==> config.mk <==
export PLATFORM = sky130hd
export DESIGN_NAME = vend_session_arbiter
export DESIGN_NICKNAME = d
export VERILOG_FILES = /design/src/rtl/vend_session_arbiter.sv
export SDC_FILE = /design/constraint.sdc
export NUM_CORES = 1
export LEC_CHECK = 0
export CAP_MARGIN = 10
export CORE_ASPECT_RATIO = 0.75
export CORE_UTILIZATION = 52
export CTS_BUF_LIST = sky130_fd_sc_hd__clkbuf_4 sky130_fd_sc_hd__clkbuf_8
export DETAILED_ROUTE_END_ITERATION = 8
export MAX_ROUTING_LAYER = met4
export PLACE_DENSITY = 0.88
export RECOVER_POWER = 100
export SLEW_MARGIN = 0
export SYNTH_ARGS = -nofsm -noshare
export SYNTH_HDL_FRONTEND = slang
export SYNTH_SLANG_ARGS = --single-unit
==> constraint.sdc <==
create_clock -name clk -period 2.4 [get_ports clk]
set_input_delay 0.48 -clock clk [delete_from_list [all_inputs] [get_ports clk]]
set_output_delay 0.48 -clock clk [all_outputs]
set_load 0.1 [all_outputs]
==> src/rtl/vend_session_arbiter.sv <==
// rtl/vend_session_arbiter.sv - round-robin session arbiter sharing one vending core among kiosks
module vend_session_arbiter #(
  parameter int N_KIOSK    = 2,
  parameter int STOCK_W    = 4,
  parameter int INIT_CHOC  = 8,
  parameter int INIT_DRINK = 8,
  parameter int TIMEOUT    = 15
) (
  input  logic                 clk,
  input  logic                 rst,
  input  logic [N_KIOSK-1:0]   req,
  input  logic [N_KIOSK-1:0]   kiosk_choice,
  input  logic [2*N_KIOSK-1:0] kiosk_coins,
  input  logic                 restock,
  input  logic                 core_done,
  input  logic [1:0]           core_product,
  input  logic [2:0]           core_change,
  output logic                 core_start,
  output logic                 core_choice,
  output logic [1:0]           core_coins,
  output logic                 core_abort,
  output logic [N_KIOSK-1:0]   grant,
  output logic [N_KIOSK-1:0]   kiosk_done,
  output logic [N_KIOSK-1:0]   kiosk_timeout,
  output logic [1:0]           vend_product,
  output logic [2:0]           vend_change,
  output logic [3:0]           refund,
  output logic [STOCK_W-1:0]   stock_choc,
  output logic [STOCK_W-1:0]   stock_drink,
  output logic [1:0]           sold_out
);

  localparam int IW = (N_KIOSK > 1) ? $clog2(N_KIOSK) : 1;
  localparam logic [STOCK_W-1:0] INIT_C    = STOCK_W'(INIT_CHOC);
  localparam logic [STOCK_W-1:0] INIT_D    = STOCK_W'(INIT_DRINK);
  localparam logic [7:0]         TIMEOUT_V = 8'(TIMEOUT);

  localparam logic [2:0] S_IDLE    = 3'd0;
  localparam logic [2:0] S_START   = 3'd1;
  localparam logic [2:0] S_SETUP   = 3'd2;
  localparam logic [2:0] S_SESSION = 3'd3;
  localparam logic [2:0] S_ABORT   = 3'd4;
  localparam logic [2:0] S_FINISH  = 3'd5;

  logic [2:0]         state_q, state_d;
  logic [N_KIOSK-1:0] grant_q, grant_d;
  logic [IW-1:0]      idx_q, idx_d;
  logic [IW-1:0]      rr_q, rr_d;
  logic               choice_q, choice_d;
  logic [3:0]         paid_q, paid_d;
  logic [7:0]         idle_q, idle_d;
  logic [3:0]         refund_q, refund_d;
  logic [1:0]         vprod_q, vprod_d;
  logic [2:0]         vchg_q, vchg_d;
  logic [N_KIOSK-1:0] done_q, done_d;
  logic [STOCK_W-1:0] choc_q, choc_d;
  logic [STOCK_W-1:0] drink_q, drink_d;

  logic [N_KIOSK-1:0] elig;
  logic               found;
  logic [IW-1:0]      pick;
  logic [1:0]         sel_coin;
  logic               coin_active;
  logic [3:0]         coin_val;
  logic               dec_choc;
  logic               dec_drink;

  function automatic logic [IW-1:0] wrap_add(input logic [IW-1:0] base, input int off);
    int s;
    s = int'(base) + off;
    if (s >= N_KIOSK) s = s - N_KIOSK;
    return IW'(s);
  endfunction

  // Eligibility and round-robin pick of the first eligible kiosk at or after the pointer
  always_comb begin
    found = 1'b0;
    pick  = '0;
    for (int k = 0; k < N_KIOSK; k++) begin
      elig[k] = req[k] && (kiosk_choice[k] ? (drink_q != '0) : (choc_q != '0));
    end
    for (int i = 0; i < N_KIOSK; i++) begin
      if (!found && elig[wrap_add(rr_q, i)]) begin
        found = 1'b1;
        pick  = wrap_add(rr_q, i);
      end
    end
  end

  // Winner's coin decode; 11 means no coin this cycle
  always_comb begin
    sel_coin    = kiosk_coins[{idx_q, 1'b0} +: 2];
    coin_active = (sel_coin != 2'b11);
    case (sel_coin)
      2'b00:   coin_val = 4'd1;
      2'b01:   coin_val = 4'd2;
      2'b10:   coin_val = 4'd5;
      default: coin_val = 4'd0;
    endcase
  end

  // Session sequencing, accumulators and stock bookkeeping
  always_comb begin
    state_d   = state_q;
    grant_d   = grant_q;
    idx_d     = idx_q;
    rr_d      = rr_q;
    choice_d  = choice_q;
    paid_d    = paid_q;
    idle_d    = idle_q;
    refund_d  = refund_q;
    vprod_d   = vprod_q;
    vchg_d    = vchg_q;
    done_d    = '0;
    dec_choc  = 1'b0;
    dec_drink = 1'b0;
    case (state_q)
      S_IDLE: begin
        if (found) begin
          grant_d       = '0;
          grant_d[pick] = 1'b1;
          idx_d         = pick;
          choice_d      = kiosk_choice[pick];
          state_d       = S_START;
        end
      end
      S_START: state_d = S_SETUP;
      S_SETUP: state_d = S_SESSION;
      S_SESSION: begin
        if (coin_active) begin
          paid_d = paid_q + coin_val;
          idle_d = '0;
        end else begin
          idle_d = idle_q + 8'd1;
        end
        if (core_done) begin
          vprod_d   = core_product;
          vchg_d    = core_change;
          done_d    = grant_q;
          dec_choc  = (core_product == 2'b01);
          dec_drink = (core_product == 2'b10);
          grant_d   = '0;
          state_d   = S_FINISH;
        end else if (idle_d == TIMEOUT_V) begin
          refund_d = paid_q;
          state_d  = S_ABORT;
        end
      end
      S_ABORT: begin
        grant_d = '0;
        state_d = S_FINISH;
      end
      S_FINISH: begin
        paid_d  = '0;
        idle_d  = '0;
        rr_d    = (idx_q == IW'(N_KIOSK - 1)) ? '0 : idx_q + 1'b1;
        state_d = S_IDLE;
      end
      default: state_d = S_IDLE;
    endcase

    // Restock overrides a same-cycle vend decrement
    choc_d  = choc_q;
    drink_d = drink_q;
    if (restock) begin
      choc_d  = INIT_C;
      drink_d = INIT_D;
    end else begin
      if (dec_choc && choc_q != '0) choc_d = choc_q - 1'b1;
      if (dec_drink && drink_q != '0) drink_d = drink_q - 1'b1;
    end
  end

  // State registers; reset abandons any session silently
  always_ff @(posedge clk) begin
    if (rst) begin
      state_q  <= S_IDLE;
      grant_q  <= '0;
      idx_q    <= '0;
      rr_q     <= '0;
      choice_q <= 1'b0;
      paid_q   <= '0;
      idle_q   <= '0;
      refund_q <= '0;
      vprod_q  <= '0;
      vchg_q   <= '0;
      done_q   <= '0;
      choc_q   <= INIT_C;
      drink_q  <= INIT_D;
    end else begin
      state_q  <= state_d;
      grant_q  <= grant_d;
      idx_q    <= idx_d;
      rr_q     <= rr_d;
      choice_q <= choice_d;
      paid_q   <= paid_d;
      idle_q   <= idle_d;
      refund_q <= refund_d;
      vprod_q  <= vprod_d;
      vchg_q   <= vchg_d;
      done_q   <= done_d;
      choc_q   <= choc_d;
      drink_q  <= drink_d;
    end
  end

  // Core-facing and kiosk-facing outputs decoded from state
  always_comb begin
    core_start    = (state_q == S_START);
    core_choice   = (state_q == S_START || state_q == S_SETUP || state_q == S_SESSION) ? choice_q : 1'b0;
    core_coins    = (state_q == S_SESSION) ? sel_coin : 2'b11;
    core_abort    = (state_q == S_ABORT);
    kiosk_timeout = (state_q == S_ABORT) ? grant_q : '0;
    kiosk_done    = done_q;
    grant         = grant_q;
    vend_product  = vprod_q;
    vend_change   = vchg_q;
    refund        = refund_q;
    stock_choc    = choc_q;
    stock_drink   = drink_q;
    sold_out      = {drink_q == '0, choc_q == '0};
  end

endmodule

### After elaboration in Yosys (flattened, before gate mapping)

Index checks and enable logic that the tools add are counted.

* output and inout port bits: 30
* register bits after elaboration: 39
* input bits: 17
* word-level logic and storage cells: 107

* multiplexer cells: 37
* order comparisons: 6
* bitwise gates (word level): 2
* $add $sub $neg: 8
* shifts and indexed selects: 1
* reduce and logical (&&, ||, !) cells: 25
* equal/unequal tests: 15

Operator list (count)
* $mux 1: 21
* $mux 8: 2
* $pmux 8 s2: 1
* $pmux 3 s5: 1
* $mux 3: 3
* $pmux 3 s3: 1
* $add 8x1->8 const B: 1
* $eq 8x4->1 const B: 1
* $logic_not 4->1: 2
* $mux 2: 4
* $ne 2x2->1 const B: 4
* $pmux 4 s2: 1
* $reduce_and 2->1: 4
* $reduce_bool 4->1: 2
* $sub 4x1->4 const B: 2
* $eq 3x2->1 const B: 2
* $eq 3x3->1 const B: 2
* $logic_and 1x1->1: 6
* $lt 1x2->1 const B: 3
* $pmux 2 s3: 1
* $reduce_and 3->1: 2
* $add 4x4->4: 1
* $eq 2x1->1 const B: 2
* $eq 2x2->1 const B: 2
* other kinds (20): 23

### Depth between registers and ports, before layout

Gate-level depths: netlist of the first run.

* word-level depth: 15
* mapped depth: 7
* depth with buffers taken out: 7

### Worst setup path after synthesis of the first run

No wires, ideal clock.

* path type: register -> output
* start: register state_q[1]
* end: output port core_choice
* data required time: 1.920 ns
* cell stages (with the launch flop): 4
* arrival time: 2.783 ns
* path slack: -0.863 ns
* path through: dfxtp_1 > buf_4 > nor2_1 > nor3b_1

* word-level cells in the longest chain between the ends: 4
* elaborated cells between the ends (all ways): 6
* classes of those cells: eq/ne (3); mux (1); reduce/logical (2)

Ends and longest elaborated chain
* start, declared: line 45 `logic [2:0] state_q, state_d;`
* start signal, assigned: line 191 `state_q <= state_d;`
* $eq 3x1->1 or $eq 3x2->1 (tied branches): line 210 `core_choice = (state_q == S_START || state_q == S_SETUP || state_q == S_SESSION) ? choice_q : 1'b0;`
* $logic_or 1x1->1: line 210
* $logic_or 1x1->1 *: line 210
* $mux 1 *: line 210
* end, declared: line 19 `output logic core_choice,`

Mark *: on every way between the ends. The rest lies on a longest branch, timed or not.

### Worst setup path after layout of the first run

* start: register drink_q[0], in the netlist stock_drink[0]
* end: output port sold_out[1]

* word-level cells in the longest chain between the ends: 1

Ends and longest elaborated chain
* start, declared: line 57 `logic [STOCK_W-1:0] drink_q, drink_d;`
* start signal, assigned: line 203 `drink_q <= drink_d;`
* $logic_not 4->1: line 221 `sold_out = {drink_q == '0, choc_q == '0};`
* end, declared: line 30 `output logic [1:0] sold_out`

Every way passes these cells.

==> results.toml, run 1 <==
[status]
status = "complete, no violations"

[timing]
setup_viol = 0
period_share_pct = 95.1
rsz0062_at_grt = "no"
final.setup.tns_ps = 0
slew_headroom_pct = 21.7
drv_slew = 0
period_minus_slack_ps = 2280
fin_skew_ps = 3.62
fmax_mhz = 438
fin_ws_ps = 117
finalHoldViolations = 0
tightest_slew_ps = 1180

[yosys]
ys_types = 53
netlist_area_um2 = 2090
synth_edf_count = 0
syn_nets = 262
ys_seq_area_share_pct = 37.4
synthArstFlopShare_pct = 0
synthFlopType = "dfxtp_1"
synth_seq_cells = 39
synth_area_leader_cell = "dfxtp_1"
synthTopCellsByArea = "dfxtp_1, nand2_1, a21oi_1"
yosys_warnings = 0
synth_area_per_cell_um2 = 8.77
synth_top_cell_area_share_pct = 37.4
netlist_instances = 238

[clocking]
cts-root-buf = "clkbuf_8"
cts-htree-levels = 2
post_cts_buffers = 0
clockBufferDepth = 2
cts_resized = 0
cts_buffers = 5
hold_buffers = 0
clock-sinks = 39
insertion_delay_ps = 290
clkTransAtPathRegs_ps = 80
cts_tree = "yes"

[die]
io_pins = 47
die_height_um = 56.9
die_area_um2 = 4280
die_w_um = 75.2
initial_utilization_pct = 55.6
rows = 19
coreArea_um2 = 3760

[pwr]
switching_power_w = 0.000477
sw_frac_of_total_pct = 30.8
p_per_area_nw_per_um2 = 599
p_clk_share_pct = 34.8
ir_drop_v = 0.000415
seqPwrFrac_pct = 44.8
power_frac_comb_pct = 20.4
p_int_w = 0.00107
leakagePower_nw = 0.907

[final_layout]
nets = 311
multi_input_area_um2 = 1190
drive_gt1_share_pct = 13.5
diodes = 0
fillers = 321
regArea_um2 = 797
area_delta_synth_final_pct = 23.8
stdcell_area_um2 = 2590

[routing]
dr.pass1.iters = 4
wl_per_cell_um = 14.1
final_antenna_net_count = 0
drtIter0Drc = 117
dr_total_vias = 1920
drt_wl_total_um = 4780
drc = 0
viasPerCell = 5.65

[global_routing]
grt_pass1_vias = 1722
antenna_found_initial = 0
busiest_layer = "met2"
use_met2_pct = 35.8
grtUsageMet1_pct = 34.4
grt-ovfl-total = 0
grt_max_degree = 24
grt.total_usage_pct = 24.8
grt_first_pass_wirelength_um = 7770
gr-usage-met3_pct = 4.49

[setup_path]
crit_path_cell_trace = "inv_1, ha_1, or3b_2, clkinvlp_4, buf_6"
crit_buf_inv = 3
cp-start-kind = "register"
r2r_slack_ps = 200
cp_top_family = "simple AND/OR/NAND/NOR gates"
rr_startpoint = "stock_choc[0]"
path_class = "reg2out"
cp_max_fo = 5
path_depth = 5
critPathCaptureType = "output port"
crit_path_top_delay_cell = "or3b_2"
crit_path_start = "stock_drink[0]"
worstReg2RegEnd = "idx_q"
crit_end = "sold_out[1]"
critPathMaxStageDelay_ps = 550
worstPathRequired_ps = 1920
worst-r2r-cell-count = 7
worstPathArrival_ps = 1800

[placed_design]
place_congestion = 0.821
place_area_um2 = 2690
place_worst_setup_slack_ps = -94.8
place_hpwl_um = 3440
numPortBuffers = 46

[min_path]
worstHoldPathCells = 2
hold_path_class = "reg2reg"

[flow_run]
cap_viol_max_count = 0
-- cells in the mapped netlist, drive strengths merged, types with 2 or more instances --
cell	count
and2	2
ha	6
a211o	2
o21ai	3
a41oi	2
or2	2
a21oi	17
mux2i	8
nand3	3
inv	11
nand2b	6
a31oi	2
xor2	5
nor4b	2
nand4	5
a311oi	7
buf	6
nand3b	4
a211oi	5
and3	9
or3	4
nor3b	2
nor2	12
o2111ai	2
nor4	2
o31ai	2
or3b	2
nand2	32
a22oi	2
clkbuf	6
dfxtp	39
o32ai	2
and3b	2
xnor2	4
nor3	3
nor2b	5
-- worst reg2reg max path: stages, from the launching register on --
cell        delay [ps]
dfxtp_1            350
inv_1               60
ha_1               200
or3b_2             510
clkinvlp_2         130
a21oi_1             80
o32ai_1            560
o32ai_1            180
-- worst min path at each step --
| stage | start | to | slack (ps) |
|---|---|---|---|
| final | refund[2] | refund[2] | 460 |
| after global routing | refund[0] | refund[0] | 490 |
| after CTS | refund[2] | refund[2] | 460 |
| after detailed placement | refund[0] | refund[0] | 450 |
| after global placement | refund[1] | refund[1] | 440 |
| after floorplan | paid_q[3] | refund[3] | 440 |
-- state kept, by name, summed over array words and instances, names as in the netlist, 3 cells and up --
| signal | cells |
|---|---|
| stock_drink | 4 |
| paid_q | 4 |
| refund | 4 |
| idle_q | 8 |
| vend_change | 3 |
| stock_choc | 4 |
| state_q | 3 |
-- power groups by stage --
stage / clock, W / sequential [W] / combinational (W)
final: 0.000539 / 0.000695 / 0.000317
after global routing: 0.000567 / 0.000699 / 0.000339
after CTS: 0.000546 / 0.000693 / 0.000347
after detailed placement: 0 / 0.000708 / 0.000344
after global placement: 0 / 0.000707 / 0.000340
after floorplan: 0 / 0.000742 / 0.000208
-- metal layers --
layer / vias to the layer above / wire [µm]
li1: 962 / -
met1: 877 / 2400
met2: 74 / 2040
met3: 7 / 272
met4: 0 / 70
met5: - / 0
-- cells in the final DEF, fill, tap and decap left out, types with 2 or more instances in the layout --
| master | n |
|---|---|
| dfxtp_1 | 32 |
| buf_12 | 2 |
| a31oi_1 | 2 |
| o32ai_1 | 2 |
| nand2_1 | 32 |
| xor2_1 | 5 |
| nand2b_1 | 6 |
| and3b_1 | 2 |
| dfxtp_4 | 3 |
| nor2_1 | 11 |
| inv_1 | 9 |
| a41oi_1 | 2 |
| clkdlybuf4s50_1 | 15 |
| a311oi_1 | 7 |
| clkbuf_4 | 4 |
| nand3_1 | 2 |
| nand4_1 | 5 |
| buf_6 | 2 |
| a211oi_1 | 4 |
| o21ai_0 | 3 |
| o31ai_1 | 2 |
| or3b_2 | 2 |
| a21oi_1 | 17 |
| a22oi_1 | 2 |
| and3_1 | 9 |
| clkbuf_1 | 25 |
| or3_1 | 4 |
| o2111ai_1 | 2 |
| buf_4 | 4 |
| clkbuf_8 | 5 |
| dfxtp_2 | 4 |
| xnor2_1 | 4 |
| a211o_1 | 2 |
| ha_1 | 6 |
| nor2b_1 | 5 |
| nand3b_1 | 4 |
| mux2i_1 | 8 |
| nor3_1 | 3 |
| nor4b_1 | 2 |
-- layout make-up --
type / count / area share, %
multi-input cells: 176 / 46.0
flip-flops and latches: 39 / 30.8
repair buffers: 54 / 14.8
clock buffers: 5 / 2.66
well taps: 52 / 2.52
inverters: 11 / 1.79
clock inverters: 3 / 1.50
-- kinds of logic after synthesis --
| group | share of synthesized area (%) |
|---|---|
| flops | 37.4 |
| compound gates | 19.1 |
| buf+inv | 4.79 |
| xor+xnor | 3.77 |
| fa+ha+maj | 4.55 |
| simple gates | 26.5 |
| mux | 3.83 |
-- metrics by stage --
stage | utilization (%) | instances | total power [W] | hold WS [ps]
6_report | 68.9 | 340 | 0.00155 | 459
5_1_grt | 68.9 | 340 | 0.00160 | 487
4_1_cts | 74.5 | 340 | 0.00159 | 461
3_5_place_dp | 71.6 | 332 | 0.00105 | 450
3_3_place_gp | 71.6 | 332 | 0.00105 | 442
2_1_floorplan | - | 238 | 0.000950 | 443
(Power assumes the default switching activity.)
==> run 2: changes to the inputs <==
==> constraint.sdc (replaced) <==
create_clock -name clk -period 2.3 [get_ports clk]
set_input_delay 0.46 -clock clk [delete_from_list [all_inputs] [get_ports clk]]
set_output_delay 0.46 -clock clk [all_outputs]
set_load 0.1 [all_outputs]
==> run 2 against run 1 <==
Effect of this change: clock power down 14%; final area up 3.4%; power up 0.55%; non-clock buffer count up 4; largest cell class unchanged.
==> results.toml, run 2 (synthesis results as in run 1) <==
[timing]
setup_viol = 0
slew_headroom_pct = 21.5
period_minus_slack_ps = 2200
fmax_mhz = 455
tightest_slew_ps = 1180
finalHoldViolations = 0
period_share_pct = 95.5
fin_skew_ps = 4.52
drv_slew = 0

[placed_design]
dp.cells = 336
numPortBuffers = 46
place_hpwl_um = 3620
place_congestion = 0.822

[clocking]
insertion_delay_ps = 300
clockBufferDepth = 2
hold_buffers = 0
post_cts_buffers = 0
cts-htree-levels = 2
cts_resized = 0
cts_tree = "yes"
clkTransAtPathRegs_ps = 80
cts-root-buf = "clkbuf_8"
clock-sinks = 39
cts_buffers = 5

[routing]
wl_met3_um = 265
drt_wl_total_um = 5190
wl_per_cell_um = 15.1
top_layer_used = "met4"
drtIter0Drc = 100
final_antenna_net_count = 0
dr.pass1.iters = 4
dr_total_vias = 1951
drc = 0
wl_met1_um = 2500
viasPerCell = 5.67
met2_length_um = 2350

[die]
die_area_um2 = 4280
coreArea_um2 = 3760
die_w_um = 75.2
io_pins = 47
initial_utilization_pct = 55.6
die_height_um = 56.9
rows = 19

[final_layout]
regArea_um2 = 798
nets = 315
finalNonFillerCells = 344
regMostFlops = "idle_q"
diodes = 0
final_cell_mix = "nand2_1, dfxtp_1, a21oi_1, clkdlybuf4s50_1, clkbuf_1"
multi_input_area_um2 = 1210
area_delta_synth_final_pct = 28.0
fillers = 319
drive_gt1_share_pct = 19.9
layout_commonest_cell = "nand2_1"
largest_reg_flops = 8

[pwr]
p_clk_share_pct = 29.6
p_int_w = 0.00104
leakagePower_nw = 0.974
sw_frac_of_total_pct = 33.4
power_frac_comb_pct = 23.8
power_w = 0.00156
ir_drop_v = 0.000371
seqPwrFrac_pct = 46.6
p_per_area_nw_per_um2 = 583
switching_power_w = 0.000521

[global_routing]
grt_pass1_vias = 1744
grt_first_pass_wirelength_um = 8340
grt.total_usage_pct = 26.8
grt_max_degree = 24
antenna_found_initial = 0
grt-ovfl-total = 0

[setup_path]
critPathCaptureType = "output port"
path_class = "reg2out"
cp-start-kind = "register"
cp_max_fo = 5
worstPathRequired_ps = 1840
worstPathArrival_ps = 1740

[status]
status = "complete, no violations"

[flow_run]
cap_viol_max_count = 0

[min_path]
hold_path_class = "reg2reg"
==> run 2: worst paths after layout <==
| path | startpoint | to | slack [ps] | depth (start not counted) |
|---|---|---|---|---|
| hold / removal | vend_product[0] | vend_product[0] | 460 | 2 |
| setup reg to reg | stock_drink[0] | choice_q | 190 | 7 |
| hold reg to reg | vend_product[0] | vend_product[0] | 460 | 2 |
| setup / recovery | stock_drink[0] | sold_out[1] | 100 | 5 |
==> run 2: area by class of cell <==
class	instances	area share (%)
multi-input combinational	176	45.4
clock buffer	5	2.57
timing repair buffer	58	17.4
sequential	39	29.9
tap	52	2.43
inverter	11	1.82
clock inverter	3	0.562
==> run 2: power groups by stage <==
| stage | clock network (W) | logic [W] | registers (W) |
|---|---|---|---|
| after global routing | 0.000499 | 0.000394 | 0.000731 |
| after floorplan | 0 | 0.000220 | 0.000774 |
| after CTS | 0.000472 | 0.000383 | 0.000724 |
| after global placement | 0 | 0.000373 | 0.000738 |
| after detailed placement | 0 | 0.000379 | 0.000739 |
| final | 0.000462 | 0.000371 | 0.000726 |
==> run 2: metal layers <==
layer / track usage, % / vias up
li1: - / 969
met1: 36.8 / 915
met2: 38.1 / 62
met3: 5.92 / 5
met4: 10.3 / 0
met5: - / -
==> run 2: critical path, cell delays in order (launching register included) <==
cell and delay [ps]:
dfxtp_1 360, inv_2 70, ha_1 160, or3b_1 470, clkinvlp_4 170, buf_8 200
==> run 2: through the flow <==
stage                     setup WS (ps)  TNS, ps  cell area [µm²]  hold WS [ps]  util, %
after floorplan                    8.52        0             2160           443        -
after global placement            -19.4    -37.2             2760           442     73.4
after detailed placement           -217     -407             2760           451     73.4
after CTS                          91.2        0             2840           462     75.6
after global routing              -1.97    -1.97             2670           488     71.2
final                               104        0             2670           461     71.2
==> run 3: changes to the inputs <==
--- a/config.mk
+++ b/config.mk
@@ -10,10 +10,11 @@
 export CORE_UTILIZATION = 52
 export CTS_BUF_LIST = sky130_fd_sc_hd__clkbuf_4 sky130_fd_sc_hd__clkbuf_8
 export DETAILED_ROUTE_END_ITERATION = 8
+export GPL_ROUTABILITY_DRIVEN = 0
 export MAX_ROUTING_LAYER = met4
 export PLACE_DENSITY = 0.88
 export RECOVER_POWER = 100
-export SLEW_MARGIN = 0
+export SLEW_MARGIN = 20
 export SYNTH_ARGS = -nofsm -noshare
 export SYNTH_HDL_FRONTEND = slang
 export SYNTH_SLANG_ARGS = --single-unit
==> results of run 3 <==
Same layout as run 2: the final DEF is identical, and so are final timing and power.
